[config.mk]
export PLATFORM = sky130hd
export DESIGN_NAME = pipeline_control_flat
export DESIGN_NICKNAME = d
export VERILOG_FILES = /design/src/rtl/pipeline_control_pkg.sv /design/src/rtl/pipeline_control_if.sv /design/src/rtl/pipeline_control_hazard_detect.sv /design/src/rtl/pipeline_control.sv /design/src/flat_wrapper.sv
export SDC_FILE = /design/constraint.sdc
export NUM_CORES = 1
export LEC_CHECK = 0
export BUFFER_PORTS_ARGS = -buffer_cell sky130_fd_sc_hd__buf_2
export CAP_MARGIN = 30
export CORE_MARGIN = 2
export CORE_UTILIZATION = 54
export CTS_CLUSTER_SIZE = 30
export DETAILED_ROUTE_END_ITERATION = 12
export HOLD_SLACK_MARGIN = 0.1
export PLACE_DENSITY = 0.81
export SLEW_MARGIN = 25
export SYNTH_ARGS = -nofsm -noshare
export SYNTH_HDL_FRONTEND = slang
export SYNTH_SLANG_ARGS = --single-unit
[constraint.sdc]
create_clock -name clock -period 2.4 [get_ports clock]
set_input_delay 0 -clock clock [delete_from_list [all_inputs] [get_ports clock]]
set_output_delay 0 -clock clock [all_outputs]
set_load 0.1 [all_outputs]
[src/rtl/pipeline_control_pkg.sv]
// Shared types and constants for the pipeline sequencer and its hazard logic.
package pipeline_ctrl_pkg;
  localparam int REG_ADDR_W = 5;
  localparam logic [REG_ADDR_W-1:0] REG_ZERO = 5'd0;

  typedef enum logic [2:0] {
    IDLE   = 3'd0,
    INIT   = 3'd1,
    RUN    = 3'd2,
    DRAIN  = 3'd3,
    HALTED = 3'd4
  } ctrl_state_t;
endpackage

[src/rtl/pipeline_control_if.sv]
// Datapath-facing bundle: decode/execute/writeback operand info in, fetch/regfile control out.
interface pipeline_control_if;
  import pipeline_ctrl_pkg::*;

  logic [REG_ADDR_W-1:0] rs1_de;
  logic [REG_ADDR_W-1:0] rs2_de;
  logic                  use_rs1;
  logic                  use_rs2;
  logic [REG_ADDR_W-1:0] rd_ex;
  logic                  we_ex;
  logic [REG_ADDR_W-1:0] rd_wb;
  logic                  we_wb;
  logic [31:0]           pc;
  logic                  fetch_enable;
  logic                  fetch_reset_n;
  logic                  rf_reset_n;
  logic                  bubble;
  logic                  stall;

  modport master (
    input  rs1_de, rs2_de, use_rs1, use_rs2, rd_ex, we_ex, rd_wb, we_wb,
    output pc, fetch_enable, fetch_reset_n, rf_reset_n, bubble, stall
  );

  modport slave (
    output rs1_de, rs2_de, use_rs1, use_rs2, rd_ex, we_ex, rd_wb, we_wb,
    input  pc, fetch_enable, fetch_reset_n, rf_reset_n, bubble, stall
  );
endinterface

[src/rtl/pipeline_control_hazard_detect.sv]
// Combinational RAW detector for the two decode sources against the EX and WB producers.
module hazard_detect
  import pipeline_ctrl_pkg::*;
#(
  parameter bit WB_BYPASS = 1'b0
) (
  input  logic [REG_ADDR_W-1:0] rs1,
  input  logic [REG_ADDR_W-1:0] rs2,
  input  logic                  use_rs1,
  input  logic                  use_rs2,
  input  logic [REG_ADDR_W-1:0] rd_ex,
  input  logic                  we_ex,
  input  logic [REG_ADDR_W-1:0] rd_wb,
  input  logic                  we_wb,
  output logic                  stall_raw
);
  logic [1:0][REG_ADDR_W-1:0] src;
  logic [1:0]                 src_used;
  logic [1:0]                 src_hit;

  assign src      = {rs2, rs1};
  assign src_used = {use_rs2, use_rs1};

  // With a write-through regfile the WB producer is already visible to decode.
  genvar gi;
  generate
    for (gi = 0; gi < 2; gi++) begin : g_src
      assign src_hit[gi] = src_used[gi] && (src[gi] != REG_ZERO) &&
                           ((we_ex && (rd_ex == src[gi])) ||
                            (!WB_BYPASS && we_wb && (rd_wb == src[gi])));
    end
  endgenerate

  assign stall_raw = |src_hit;
endmodule

[src/rtl/pipeline_control.sv]
// Pipeline sequencer: owns the PC, sequences startup resets, stalls on RAW hazards and drains on halt.
module pipeline_control
  import pipeline_ctrl_pkg::*;
#(
  parameter logic [31:0] RESET_PC       = 32'h0,
  parameter logic [31:0] PC_STEP        = 32'd1,
  parameter int          RF_INIT_CYCLES = 2,
  parameter int          DRAIN_CYCLES   = 3,
  parameter bit          WB_BYPASS      = 1'b0,
  parameter int          CNT_W          = 16
) (
  input  logic               clock,
  input  logic               reset_n,
  input  logic               start,
  input  logic               halt_req,
  pipeline_control_if.master bus,
  output logic               done,
  output logic [2:0]         state_o,
  output logic [CNT_W-1:0]   stall_count,
  output logic [CNT_W-1:0]   wb_count
);
  localparam int MAX_CYC = (RF_INIT_CYCLES > DRAIN_CYCLES) ? RF_INIT_CYCLES : DRAIN_CYCLES;
  localparam int SEQ_W   = (MAX_CYC > 1) ? $clog2(MAX_CYC) : 1;
  localparam logic [SEQ_W-1:0] INIT_LOAD  = SEQ_W'(RF_INIT_CYCLES - 1);
  localparam logic [SEQ_W-1:0] DRAIN_LOAD = SEQ_W'(DRAIN_CYCLES - 1);

  ctrl_state_t      state_reg, state_next;
  logic [SEQ_W-1:0] seq_reg, seq_next;
  logic [31:0]      pc_reg, pc_next;
  logic [CNT_W-1:0] stall_cnt_reg, stall_cnt_next;
  logic [CNT_W-1:0] wb_cnt_reg, wb_cnt_next;
  logic             stall_raw;
  logic             stall;
  logic             in_run;

  hazard_detect #(.WB_BYPASS(WB_BYPASS)) u_hazard (
    .rs1       (bus.rs1_de),
    .rs2       (bus.rs2_de),
    .use_rs1   (bus.use_rs1),
    .use_rs2   (bus.use_rs2),
    .rd_ex     (bus.rd_ex),
    .we_ex     (bus.we_ex),
    .rd_wb     (bus.rd_wb),
    .we_wb     (bus.we_wb),
    .stall_raw (stall_raw)
  );

  assign in_run = (state_reg == RUN);
  assign stall  = in_run && stall_raw;

  always_comb begin
    state_next     = state_reg;
    seq_next       = seq_reg;
    pc_next        = pc_reg;
    stall_cnt_next = stall_cnt_reg;
    wb_cnt_next    = wb_cnt_reg;

    if (stall && (stall_cnt_reg != '1)) stall_cnt_next = stall_cnt_reg + 1'b1;
    if (bus.we_wb && (in_run || state_reg == DRAIN) && (wb_cnt_reg != '1))
      wb_cnt_next = wb_cnt_reg + 1'b1;

    // One down-counter times both INIT and DRAIN; it is reloaded on entry to each.
    case (state_reg)
      IDLE, HALTED: begin
        if (start) begin
          state_next     = INIT;
          seq_next       = INIT_LOAD;
          pc_next        = RESET_PC;
          stall_cnt_next = '0;
          wb_cnt_next    = '0;
        end
      end
      INIT: begin
        pc_next        = RESET_PC;
        stall_cnt_next = '0;
        wb_cnt_next    = '0;
        if (seq_reg == '0) state_next = RUN;
        else               seq_next   = seq_reg - 1'b1;
      end
      RUN: begin
        if (!stall) pc_next = pc_reg + PC_STEP;
        if (halt_req) begin
          state_next = DRAIN;
          seq_next   = DRAIN_LOAD;
        end
      end
      DRAIN: begin
        if (seq_reg == '0) state_next = HALTED;
        else               seq_next   = seq_reg - 1'b1;
      end
      default: state_next = IDLE;
    endcase
  end

  always_ff @(posedge clock or negedge reset_n) begin
    if (!reset_n) begin
      state_reg     <= IDLE;
      seq_reg       <= '0;
      pc_reg        <= RESET_PC;
      stall_cnt_reg <= '0;
      wb_cnt_reg    <= '0;
    end else begin
      state_reg     <= state_next;
      seq_reg       <= seq_next;
      pc_reg        <= pc_next;
      stall_cnt_reg <= stall_cnt_next;
      wb_cnt_reg    <= wb_cnt_next;
    end
  end

  // Datapath resets follow reset_n directly so they drop without waiting for a clock.
  assign bus.fetch_reset_n = reset_n && (state_reg != INIT);
  assign bus.rf_reset_n    = reset_n && (state_reg != INIT);
  assign bus.pc            = pc_reg;
  assign bus.stall         = stall;
  assign bus.fetch_enable  = in_run && !stall;
  assign bus.bubble        = !in_run || stall;
  assign done              = (state_reg == HALTED);
  assign state_o           = state_reg;
  assign stall_count       = stall_cnt_reg;
  assign wb_count          = wb_cnt_reg;
endmodule
[src/flat_wrapper.sv]
// flat-port wrapper written by rule: the top's interface ports become plain ports
module pipeline_control_flat import pipeline_ctrl_pkg::*;
#(
  parameter logic [31:0] RESET_PC       = 32'h0,
  parameter logic [31:0] PC_STEP        = 32'd1,
  parameter int          RF_INIT_CYCLES = 2,
  parameter int          DRAIN_CYCLES   = 3,
  parameter bit          WB_BYPASS      = 1'b0,
  parameter int          CNT_W          = 16
)
  (clock, reset_n, start, halt_req, done, state_o, stall_count, wb_count, bus_rs1_de, bus_rs2_de, bus_use_rs1, bus_use_rs2, bus_rd_ex, bus_we_ex, bus_rd_wb, bus_we_wb, bus_pc, bus_fetch_enable, bus_fetch_reset_n, bus_rf_reset_n, bus_bubble, bus_stall);
  pipeline_control_if bus_i ();
  input  logic clock;
  input  logic reset_n;
  input  logic start;
  input  logic halt_req;
  output logic done;
  output logic [2:0] state_o;
  output logic [CNT_W-1:0] stall_count;
  output logic [CNT_W-1:0] wb_count;
  input wire logic [$bits(bus_i.rs1_de)-1:0] bus_rs1_de;
  input wire logic [$bits(bus_i.rs2_de)-1:0] bus_rs2_de;
  input wire logic [$bits(bus_i.use_rs1)-1:0] bus_use_rs1;
  input wire logic [$bits(bus_i.use_rs2)-1:0] bus_use_rs2;
  input wire logic [$bits(bus_i.rd_ex)-1:0] bus_rd_ex;
  input wire logic [$bits(bus_i.we_ex)-1:0] bus_we_ex;
  input wire logic [$bits(bus_i.rd_wb)-1:0] bus_rd_wb;
  input wire logic [$bits(bus_i.we_wb)-1:0] bus_we_wb;
  output wire logic [$bits(bus_i.pc)-1:0] bus_pc;
  output wire logic [$bits(bus_i.fetch_enable)-1:0] bus_fetch_enable;
  output wire logic [$bits(bus_i.fetch_reset_n)-1:0] bus_fetch_reset_n;
  output wire logic [$bits(bus_i.rf_reset_n)-1:0] bus_rf_reset_n;
  output wire logic [$bits(bus_i.bubble)-1:0] bus_bubble;
  output wire logic [$bits(bus_i.stall)-1:0] bus_stall;
  assign bus_i.rs1_de = bus_rs1_de;
  assign bus_i.rs2_de = bus_rs2_de;
  assign bus_i.use_rs1 = bus_use_rs1;
  assign bus_i.use_rs2 = bus_use_rs2;
  assign bus_i.rd_ex = bus_rd_ex;
  assign bus_i.we_ex = bus_we_ex;
  assign bus_i.rd_wb = bus_rd_wb;
  assign bus_i.we_wb = bus_we_wb;
  assign bus_pc = bus_i.pc;
  assign bus_fetch_enable = bus_i.fetch_enable;
  assign bus_fetch_reset_n = bus_i.fetch_reset_n;
  assign bus_rf_reset_n = bus_i.rf_reset_n;
  assign bus_bubble = bus_i.bubble;
  assign bus_stall = bus_i.stall;
  pipeline_control #(.RESET_PC(RESET_PC), .PC_STEP(PC_STEP), .RF_INIT_CYCLES(RF_INIT_CYCLES), .DRAIN_CYCLES(DRAIN_CYCLES), .WB_BYPASS(WB_BYPASS), .CNT_W(CNT_W)) u_core (.clock(clock), .reset_n(reset_n), .start(start), .halt_req(halt_req), .bus(bus_i), .done(done), .state_o(state_o), .stall_count(stall_count), .wb_count(wb_count));
endmodule
==> impl_metrics.ini <==
[outcome]
status = completed

[worst_setup_path]
critical_path.reg2reg.startpoint = u_core.state_o[0]
path_cells = nor3b_4, nand3_1, nor2_1, o221ai_2, or4_1, a21oi_1
endpoint_kind = flop
data_arrival_time_of_the_critical_path_ns = 2.53
cp_data_required_time_ns = 2.68
cp_top_family = simple AND/OR/NAND/NOR gates
cpMaxStageDelayCell = sky130_fd_sc_hd__or4_1
startpoint_type = flop
setup_crit_path_kind = flop to flop
r2r_slack_ns = 0.16
crit_path_max_fanout = 19
timing.rr.end = u_core.bus.pc[17]
startpoint = u_core.state_o[0]
cp_num_buf_inv = 0
crit_end = u_core.bus.pc[17]
critical_path_cell_count = 6
timing.reg2reg.worst_path_depth = 6
critPathMaxStageDelay_ns = 0.61

[layout]
areaGrowthSynthToFinish_pct = 24.90
drive_above_1_share = 0.3447
stdcell_count = 656
flip_flop_count_of_the_largest_register_all_copies_and_words_added = 32
num-nets-final = 584
num_antenna_cells = 0

[global_route]
global_route.usage.total = 0.2662
grt_pass1_vias = 3682
grt_first_pass_wirelength_um = 17900
grt_antenna_before_repair = 0
grt_remaining_overflow = 0
maximum_number_of_pins_on_one_net_before_global_route_repair = 70

[job]
maxCapViolations = 0

[synth]
synth_edf_count = 0
synthDominantCellAreaShare = 0.4253
synth_most_common_cell = sky130_fd_sc_hd__dfrtp_1
post_synth.cell_area_avg_sq_um = 9.103
synth_top_area_cell = sky130_fd_sc_hd__dfrtp_1
syn_inst = 446
synth.top_cells.by_count = sky130_fd_sc_hd__dfrtp_1, sky130_fd_sc_hd__nand2_1, sky130_fd_sc_hd__a21oi_1, sky130_fd_sc_hd__nand3_1
synthDistinctLibCells = 54
ys_async_sr_fraction = 1.000
netlist_area_sq_mm = 0.004060
synthTopCellsByArea = sky130_fd_sc_hd__dfrtp_1, sky130_fd_sc_hd__xor2_1, sky130_fd_sc_hd__a21oi_1, sky130_fd_sc_hd__nand2_1, sky130_fd_sc_hd__nand3_1
yosysSeqAreaShare = 0.4253
synth_flop_type = sky130_fd_sc_hd__dfrtp_1
ys_warn_count = 0
postSynthRegisterBits = 69
postSynthNetCount = 478

[sta]
setup-tns-final_ns = 0
fmax_ghz = 0.4459
post-route-period-util = 0.9344
tightestPinTransition_ns = 0.8022
hold_viol = 0
finalSetupViolations = 0
fin_crit_ns = 2.243
grt_setup_unrepaired = false
slew_headroom = 0.4652
final_max_slew_viol_count = 0
worst_clock_skew_ns = 0.01021

[clocking]
numClockSinks = 69
clockBufferDepth = 2
clock_tree_from_tritoncts = yes
cts_made_buffers = 9
clk_latency_ns = 0.35
ctsHtreeMaxLevel = 3
post-cts-setup-buffers = 0
clk_pin_slew_worst_paths_ns = 0.09
clock_tree.root_cell = sky130_fd_sc_hd__clkbuf_8

[power]
share_comb_of_total_power = 0.401
leakagePower_nw = 2.202
vdd.ir_drop.worst_uv = 741.8
power.internal_mw = 2.286
seq_power_share = 0.329
switching_share = 0.4515
powerDensity_mw_per_mm2 = 821.8
power.switching_mw = 1.882
clock_power_share = 0.270

[placed_design]
finalWeightedCongestion = 0.9095
dp_hpwl_um = 7448
placed_cells = 637
place.port_buffers = 100

[floorplanning]
num_io_pins = 101
overall_die_area_sq_mm = 0.008228
std_cell_rows = 31
fp.dieW_um = 90.71
starting_density = 0.5598
design.core.area_sq_mm = 0.007253
die_h_um = 90.71

[routing]
detail_route.wirelength_um = 10610
detailedRoute.firstPassIterationCount = 5
antenna_left = 0
vias = 3976
drt-wirelength-per-cell_um = 16.17
drcViolationCount = 0
via_density = 6.061
drt_iter0_markers = 215

[worst_hold_path]
hold_path_class = input pin to flop
worst min-delay path by stage:
stage	cells past startpoint	from	to	slack [ns]
after floorplan	0	reset_n	u_core.bus.pc[0]	-0.30
after global placement	3	start	u_core.state_o[2]	0.30
after detailed placement	3	start	u_core.state_o[2]	0.31
after CTS	4	halt_req	u_core.state_o[0]	0.12
after global routing	4	halt_req	u_core.state_o[0]	0.13
final	4	halt_req	u_core.state_o[0]	0.13
cell families (layout without fill, tap and decap cells):
kind of cell,count (synthesis),count (layout),synth area share
AOI/OAI and AO/OA,112,112,0.1846
muxes,8,8,0.01972
and+or+nand+nor,189,189,0.2567
buffers and inverters,33,144,0.03452
DFF,69,69,0.4253
xor gates and xnor gates,31,31,0.06687
adders and majority gates,4,4,0.01233
power by group through the flow:
| stage | clock network, mW | registers (mW) | logic (mW) |
|---|---|---|---|
| after global placement | 0 | 1.38 | 1.64 |
| after CTS | 1.13 | 1.37 | 1.67 |
| after floorplan | 0 | 1.69 | 0.937 |
| final | 1.13 | 1.37 | 1.67 |
| after detailed placement | 0 | 1.39 | 1.66 |
| after global routing | 1.19 | 1.39 | 1.79 |
worst min-delay path, cell delays in order:
cell and delay, ns:
sky130_fd_sc_hd__buf_2 0.07, sky130_fd_sc_hd__a2bb2oi_1 0.06, sky130_fd_sc_hd__o22a_1 0.25, sky130_fd_sc_hd__inv_1 0.07
cells in the final DEF, fill, tap and decap left out, drive strengths merged, types with 3 or more instances in the layout:
cell    count
o311ai      4
o211ai      3
or4        13
and4        6
nand2      42
mux2i       8
ha          4
o21a        3
nor4        7
nand3      25
nand4b      5
nor3        6
o41ai       5
o31ai      14
or3        16
nor2       24
dfrtp      69
a21oi      38
o21ai      25
buf       116
clkinv      3
nand2b     10
inv         9
and3        6
nand4      18
clkbuf     11
xnor2       7
and2        7
xor2       24
layer usage:
metal  wire (um)  global-route usage
met1        4646              0.3584
met5           0                   0
met4         155             0.09872
met3         714             0.05008
met2        5091              0.4291
final cells by class:
type | count | area [sq um]
Tap cell | 99 | 123.9
Sequential cell | 69 | 1784
Fill cell | 578 | 2182
Clock buffer | 11 | 151.4
Timing Repair Buffer | 118 | 653.1
Inverter | 10 | 41.29
Multi-Input combinational cell | 344 | 2235
Clock inverter | 5 | 82.58
per-stage QoR:
stage                       util  worst slack, ns  hold WS [ns]  power [mW]  cell area (sq um)
after floorplan                -         0.001338       -0.2956       2.630               4151
after global placement    0.6605           0.2802        0.3030       3.020               4791
after detailed placement  0.6605           0.2085        0.3056       3.054               4791
after CTS                 0.6955           0.1820        0.1194       4.172               5045
after global routing      0.6992          0.02954        0.1332       4.363               5071
final                     0.6992           0.1575        0.1346       4.168               5071
what timing repair did:
item / in CTS / in global routing
hold buffers: 2 / 0
setup endpoints to repair: 0 / 3
gates resized for setup: 0 / 1
endpoints found under the hold margin: 70 / 0
No activity file was read; power rests on OpenSTA's default activity.
